`src/rtl/enc_pkg.sv`:
```
// Shared types for the encoder playback and reader paths.
//   CNT_W_DEF    default timestamp width
//   play_state_t playback FSM state
//   enc_event_t  one {timestamp, level, last} event as carried on the stream
package enc_pkg;

  localparam int CNT_W_DEF = 64;

  typedef enum logic {
    IDLE = 1'b0,
    WAIT = 1'b1
  } play_state_t;

  typedef struct packed {
    logic [CNT_W_DEF-1:0] tgt;
    logic                 lvl;
    logic                 last;
  } enc_event_t;

endpackage

```
`src/rtl/enc_player.sv`:
```
// Encoder-signal playback. Takes {timestamp, level, last} events from an
// AXI-Stream and drives enc_out to each level once the free-running system
// counter reaches that event's timestamp.
//
// Ports:
//   clk, aresetn       clock, asynchronous active-low reset
//   enable             1 = run; 0 = drop any held event and hold enc_out
//   counter_in         free-running timestamp counter
//   s_axis_*           event stream: tdata = fire time, tuser = level, tlast = end of sequence
//   enc_out            generated encoder level (registered)
//   busy               an event is held, waiting for its fire time
//   done               one-cycle pulse when an event carrying tlast fires
//   late_cnt           saturating count of events fired after their timestamp
//
// state | meaning
// ------+-------------------------------------------------------------
// IDLE  | nothing held; ready for a new event while enabled
// WAIT  | one event held; fires once counter_buf reaches its timestamp
module enc_player
  import enc_pkg::*;
#(
  parameter int   CNT_W      = CNT_W_DEF,
  parameter logic INIT_LEVEL = 1'b0,
  parameter int   LATE_W     = 16
) (
  input  logic              clk,
  input  logic              aresetn,
  input  logic              enable,
  input  logic [CNT_W-1:0]  counter_in,
  input  logic [CNT_W-1:0]  s_axis_tdata,
  input  logic              s_axis_tuser,
  input  logic              s_axis_tlast,
  input  logic              s_axis_tvalid,
  output logic              s_axis_tready,
  output logic              enc_out,
  output logic              busy,
  output logic              done,
  output logic [LATE_W-1:0] late_cnt
);

  play_state_t      state;
  play_state_t      state_nxt;
  logic [CNT_W-1:0] counter_buf;
  logic [CNT_W-1:0] tgt_q;
  logic [CNT_W-1:0] diff;
  logic             lvl_q;
  logic             last_q;
  logic             armed;
  logic             due;
  logic             fire;
  logic             late;
  logic             accept;
  logic             tready_int;

  always_ff @(posedge clk or negedge aresetn) begin
    if (!aresetn) begin
      state <= IDLE;
    end else begin
      state <= state_nxt;
    end
  end

  always_comb begin
    // Modular difference: MSB clear means the counter is at or past the
    // target, which stays correct across counter wrap for gaps < 2^(CNT_W-1).
    diff       = counter_buf - tgt_q;
    due        = ~diff[CNT_W-1];
    fire       = 1'b0;
    tready_int = 1'b0;
    state_nxt  = state;
    if (!enable) begin
      state_nxt = IDLE;
    end else begin
      case (state)
        IDLE: begin
          // armed keeps tready low through reset and the first cycle after it
          tready_int = armed;
          if (armed && s_axis_tvalid) begin
            state_nxt = WAIT;
          end
        end
        WAIT: begin
          if (due) begin
            fire       = 1'b1;
            tready_int = 1'b1;
            state_nxt  = s_axis_tvalid ? WAIT : IDLE;
          end
        end
        default: state_nxt = IDLE;
      endcase
    end
    late   = fire && (diff != '0);
    accept = tready_int && s_axis_tvalid;
  end

  always_ff @(posedge clk or negedge aresetn) begin
    if (!aresetn) begin
      counter_buf <= '0;
      tgt_q       <= '0;
      lvl_q       <= 1'b0;
      last_q      <= 1'b0;
      armed       <= 1'b0;
      enc_out     <= INIT_LEVEL;
      done        <= 1'b0;
      late_cnt    <= '0;
    end else begin
      counter_buf <= counter_in;
      armed       <= 1'b1;
      done        <= fire && last_q;
      if (accept) begin
        tgt_q  <= s_axis_tdata;
        lvl_q  <= s_axis_tuser;
        last_q <= s_axis_tlast;
      end
      if (fire) begin
        enc_out <= lvl_q;
      end
      if (late && (late_cnt != {LATE_W{1'b1}})) begin
        late_cnt <= late_cnt + LATE_W'(1);
      end
    end
  end

  assign s_axis_tready = tready_int;
  assign busy          = (state == WAIT);

endmodule

```
`config.mk`:
```
export PLATFORM = sky130hd
export DESIGN_NAME = enc_player
export DESIGN_NICKNAME = d
export VERILOG_FILES = /design/src/rtl/enc_pkg.sv /design/src/rtl/enc_player.sv
export SDC_FILE = /design/constraint.sdc
export NUM_CORES = 1
export LEC_CHECK = 0
export BUFFER_PORTS_ARGS = -buffer_cell sky130_fd_sc_hd__buf_4
export CELL_PAD_IN_SITES_DETAIL_PLACEMENT = 1
export CELL_PAD_IN_SITES_GLOBAL_PLACEMENT = 1
export CORE_ASPECT_RATIO = 1.2
export CORE_UTILIZATION = 25
export DETAILED_ROUTE_END_ITERATION = 16
export PLACE_DENSITY_LB_ADDON = 0.05
export RECOVER_POWER = 25
export SKIP_LAST_GASP = 1
export SYNTH_ARGS = -nofsm -noshare
export SYNTH_HDL_FRONTEND = slang
export SYNTH_SLANG_ARGS = --single-unit
export TNS_END_PERCENT = 50
```
`constraint.sdc`:
```
create_clock -name clk -period 9.37 [get_ports clk]
set_input_delay 0.937 -clock clk [delete_from_list [all_inputs] [get_ports clk]]
set_output_delay 0.937 -clock clk [all_outputs]
set_load 0.01 [all_outputs]
```
* Yosys cells after proc, flatten, opt, wreduce, memory -nomap -nowiden
Cells that the tools add are included.
Word-level totals: register bits after elaboration 150, bits of input ports 134, output and inout port bits 20, logic and storage cells 29
Cells by class: $add $sub $neg 2, equal/unequal tests 1, muxes and demuxes 10, bitwise gates (word level) 1, reduce and logical (&&, ||, !) cells 6
Operators by type and width (number):
- $reduce_bool A64 Y1 | 1
- $sub A64 B64 Y64 | 1
- $add A16 B1 Y16 const B | 1
- $ne A16 B16 Y1 const B | 1
- $mux W1 | 8
- $logic_and A1 B1 Y1 | 5
- $pmux W1 S2 | 2
- $not A1 Y1 | 1

* Longest topological paths before layout
depth after elaboration 6, mapped depth 18, mapped depth without buffers 16

* Worst setup path after synthesis
No wires, ideal clock.
path type register to register, from register tgt_q[22], to register tgt_q[23], setup time 0.125 ns, arrival 3.835 ns, required time 9.245 ns, path slack 5.410 ns, stages on the path, launching flop included 19, clock period less this slack 3.960 ns, path through dfrtp_1 -> inv_1 -> ha_1 -> clkbuf_1 -> and4_1 -> nand2_1 -> o21ba_2 -> o31a_1 -> o21ai_1 -> a2111oi_2 -> nor2_1 -> o31ai_1 -> a21oi_1 -> xnor2_2 -> a21oi_1 -> and2_1 -> buf_2 -> buf_6 -> mux2_2
On the way: longest elaborated chain between the ends 5
RTL lines:
- from (decl) | RTL line enc_player.sv:44 | logic [CNT_W-1:0] tgt_q;
- from (signal assigned) | RTL line enc_player.sv:111 | tgt_q <= s_axis_tdata;
- $sub A64 B64 Y64 | RTL line enc_player.sv:66 | diff = counter_buf - tgt_q;
- $mux W1 | RTL line enc_player.sv:83 | if (due) begin
- $pmux W1 S2 | RTL line enc_player.sv:74 | case (state)
- $mux W1 | RTL line enc_player.sv:71 | if (!enable) begin
- named net s_axis_tready | RTL line enc_player.sv:34 | output logic s_axis_tready,
- $logic_and A1 B1 Y1 | RTL line enc_player.sv:93 | accept = tready_int && s_axis_tvalid;
The timed path passes the listed nets, and every way through them passes these cells. A chain may end at the register's enable or synchronous reset.

* Worst setup path in the final report
from register tgt_q[38], to output port s_axis_tready
On the way: longest elaborated chain between the ends 4
RTL lines (RTL line):
- $sub A64 B64 Y64 | enc_player.sv:66
- $mux W1 | enc_player.sv:83
- $pmux W1 S2 | enc_player.sv:74
- $mux W1 | enc_player.sv:71
- to (decl) | enc_player.sv:34
No other way between the ends.

==> metrics.yaml <==
avgSynthCellArea_um2: 9.03
cpMaxStageDelayCell: "nor3_1"
drt_iter0_drc: 437
synthSimpleGateAreaFrac: 0.159
yosys_warnings: 0
holdWs_ps: 486
synth_edf_count: 0
drt-total-wl_um: 35100
ys_types: 72
globalRouteTotalUtil: 0.180
fp.dieW_um: 184
port-buffer-count: 153
ys_top_cells_by_count: "dfrtp_1 (150), nand2_1 (111), a21oi_1 (103)"
ys_ff_latch: 150
drive_above_1_share: 0.218
skew_ps: 9.61
nFillCells: 4605
synth-async-reset-ratio: 1.00
setup_violations: 0
syn_nets: 1304
die_h_um: 221
synth_compound_area_frac: 0.210
cp_data_arrival_time_ps: 4420
h-tree-depth: 4
dp_slack_ps: 4100
antenna_found_initial: 0
worstHoldPathType: "reg2reg"
power.leakage_nw: 5.29
post-cts-setup-buffer-count: 0
outcome: "complete, but fails checks"
ir_worst_vdd_mv: 0.147
yosysSeqAreaShare: 0.376
rows: 79
multiInputGateArea_um2: 5710
timing.fmax_mhz: 187
nNetsFinal: 1438
netlist_area_um2: 9980
clk_latency_ps: 460
dp_hpwl_um: 28700
synthAdderAreaFrac: 0.0822
overflow: 0
cp_cell_sequence: "inv_1, ha_1, nand4_1, nor3_1, nand3_1, a31oi_1, a211oi_1, a2111oi_2, nor2_1, o31ai_1, a21oi_1, xnor2_2, a21oi_1, buf_4"
grt_max_degree: 67
drt-wirelength-per-cell_um: 19.8
path_class: "reg2out"
cts.path.max_buffers: 2
tns_ps: 0
critical_path.max_fanout: 12
yosys-top-cells-area: "dfrtp_1 (38%), mux2_2 (8.3%), ha_1 (8.0%)"
cts_tree: "done"
numPlacedInstances: 1746
cp_top_family: "compound AO/OA/AOI/OAI gates"
netlist_instances: 1105
synth_top_cell_by_area: "dfrtp_1"
end_kind: "output pin"
vias_per_cell: 5.00
drc: 0
yosys.cell_count.top_type: "dfrtp_1"
rsz0062_at_grt: "no"
regArea_um2: 3750
cts.clk_slew.worst_paths_ps: 70
cts_sinks: 150
grt_pass1_wl_um: 55400
cts_resized: 0
area_delta_synth_final_pct: 22.2
numCtsBuffers: 17
setup_slack_ps: 4010
root_buffer: "clkbuf_16"
yosys.area_share.xor_xnor: 0.0367
first_pass_iters: 4
io_pins: 154
layout.cells.non_filler: 1778
period_needed_ps: 5360
yosysTopAreaCellShare: 0.376
die_area_um2: 40700
synth_top_family_by_area: "compound AO/OA/AOI/OAI gates"
crit_path_frequent_cell: "a21oi_1"
num_vias: 8887
critPathBufInv: 2
slew_headroom: -0.319
hold_violations: 0
cp-start-kind: "flop"
postCtsHoldBufs: 0
worst_pin_slew_ps: 1980
critical-path-max-stage-delay_ps: 530
ant_nets: 0
p_per_area_nw_per_um2: 240
first_global_vias: 9449
antenna_cells: 0
initial_core_util: 0.256
synth_mux_area_frac: 0.0845
required_ps: 8430
failed_checks: "max-capacitance violations, max-slew violations"
finalCritPeriodShare: 0.572
core-area_um2: 39000
max_cap_violations: 1
synth_ff_type: "dfrtp_1"
gp_congestion: 0.864
maxSlewViolCount: 37
## path summary, 6_finish.rpt
path / endpoint / depth (start not counted) / slack (ps) / startpoint
max: s_axis_tready / 14 / 4010 / tgt_q[38]
min: done / 1 / 490 / last_q
max reg2reg: tgt_q[30] / 16 / 4130 / tgt_q[38]
min reg2reg: done / 1 / 490 / last_q
max in group asynchronous: late_cnt[11] / 2 / 6640 / aresetn
min in group asynchronous: tgt_q[31] / 1 / 1040 / aresetn
## layout make-up
class	count	share of cell area
clock inverter	13	0.0121
sequential	150	0.308
clock buffer	19	0.0363
inverter	81	0.0249
multi-input combinational	831	0.468
tap	526	0.0540
timing repair buffer	158	0.0966
## per-layer routing
metal | track usage | up-vias | wire [um]
li1 | - | 4310 | -
met1 | 0.227 | 4386 | 15900
met2 | 0.301 | 148 | 17100
met3 | 0.0342 | 43 | 1170
met4 | 0.0675 | 0 | 924
met5 | 0 | - | 0
## worst register-to-register path, stage by stage (launching register included)
cell and delay [ps]:
dfrtp_1 340, inv_1 50, ha_1 520, nand4_1 310, nor3_1 530, nand3_1 150
a31oi_1 320, a211oi_1 200, a2111oi_2 440, nor2_1 100, o31ai_1 270, a21oi_1 150
xnor2_2 200, a21oi_1 210, and2_2 160, buf_4 710, mux2_2 470
## through the flow
| step | utilization | instance area [um2] | power (mW) |
|---|---|---|---|
| global placement | 0.298 | 11600 | 2.26 |
| floorplan | - | 9980 | 1.76 |
| finish | 0.312 | 12200 | 2.93 |
| CTS | 0.313 | 12200 | 2.98 |
| detailed placement | 0.298 | 11600 | 2.26 |
| global route | 0.312 | 12200 | 3.15 |
## registers in the layout (all words and copies together), names as in the netlist
signal,count
lvl_q,1
late_cnt,16
last_q,1
done,1
counter_buf,64
tgt_q,64
armed,1
enc_out,1
busy,1
## where the power goes
part	internal, mW	leakage (nW)	switching [mW]
sequential	0.751	1.79	0.0553
combinational	0.530	3.22	0.899
clock	0.401	0.277	0.296
total	1.68	5.29	1.25
## logic make-up (layout without fill, tap and decap cells)
kind of cell | after synthesis | count (layout)
xor+xnor | 41 | 41
flops | 150 | 150
mux | 75 | 75
other cells | 1 | 1
fa+ha+maj | 65 | 65
compound gates | 323 | 323
buf+inv | 124 | 271
simple gates | 326 | 326
## cells in the final DEF (no fill, tap or decap), types with 22 or more instances in the layout
master / count
a21oi_1: 103
buf_4: 94
clkbuf_4: 62
dfrtp_1: 150
ha_1: 64
inv_1: 81
mux2_2: 74
nand2_1: 111
nand4_1: 32
nor2_1: 71
nor3_1: 22
o21ai_0: 66
xnor2_1: 26
No activity file was read; power rests on OpenSTA's default activity.
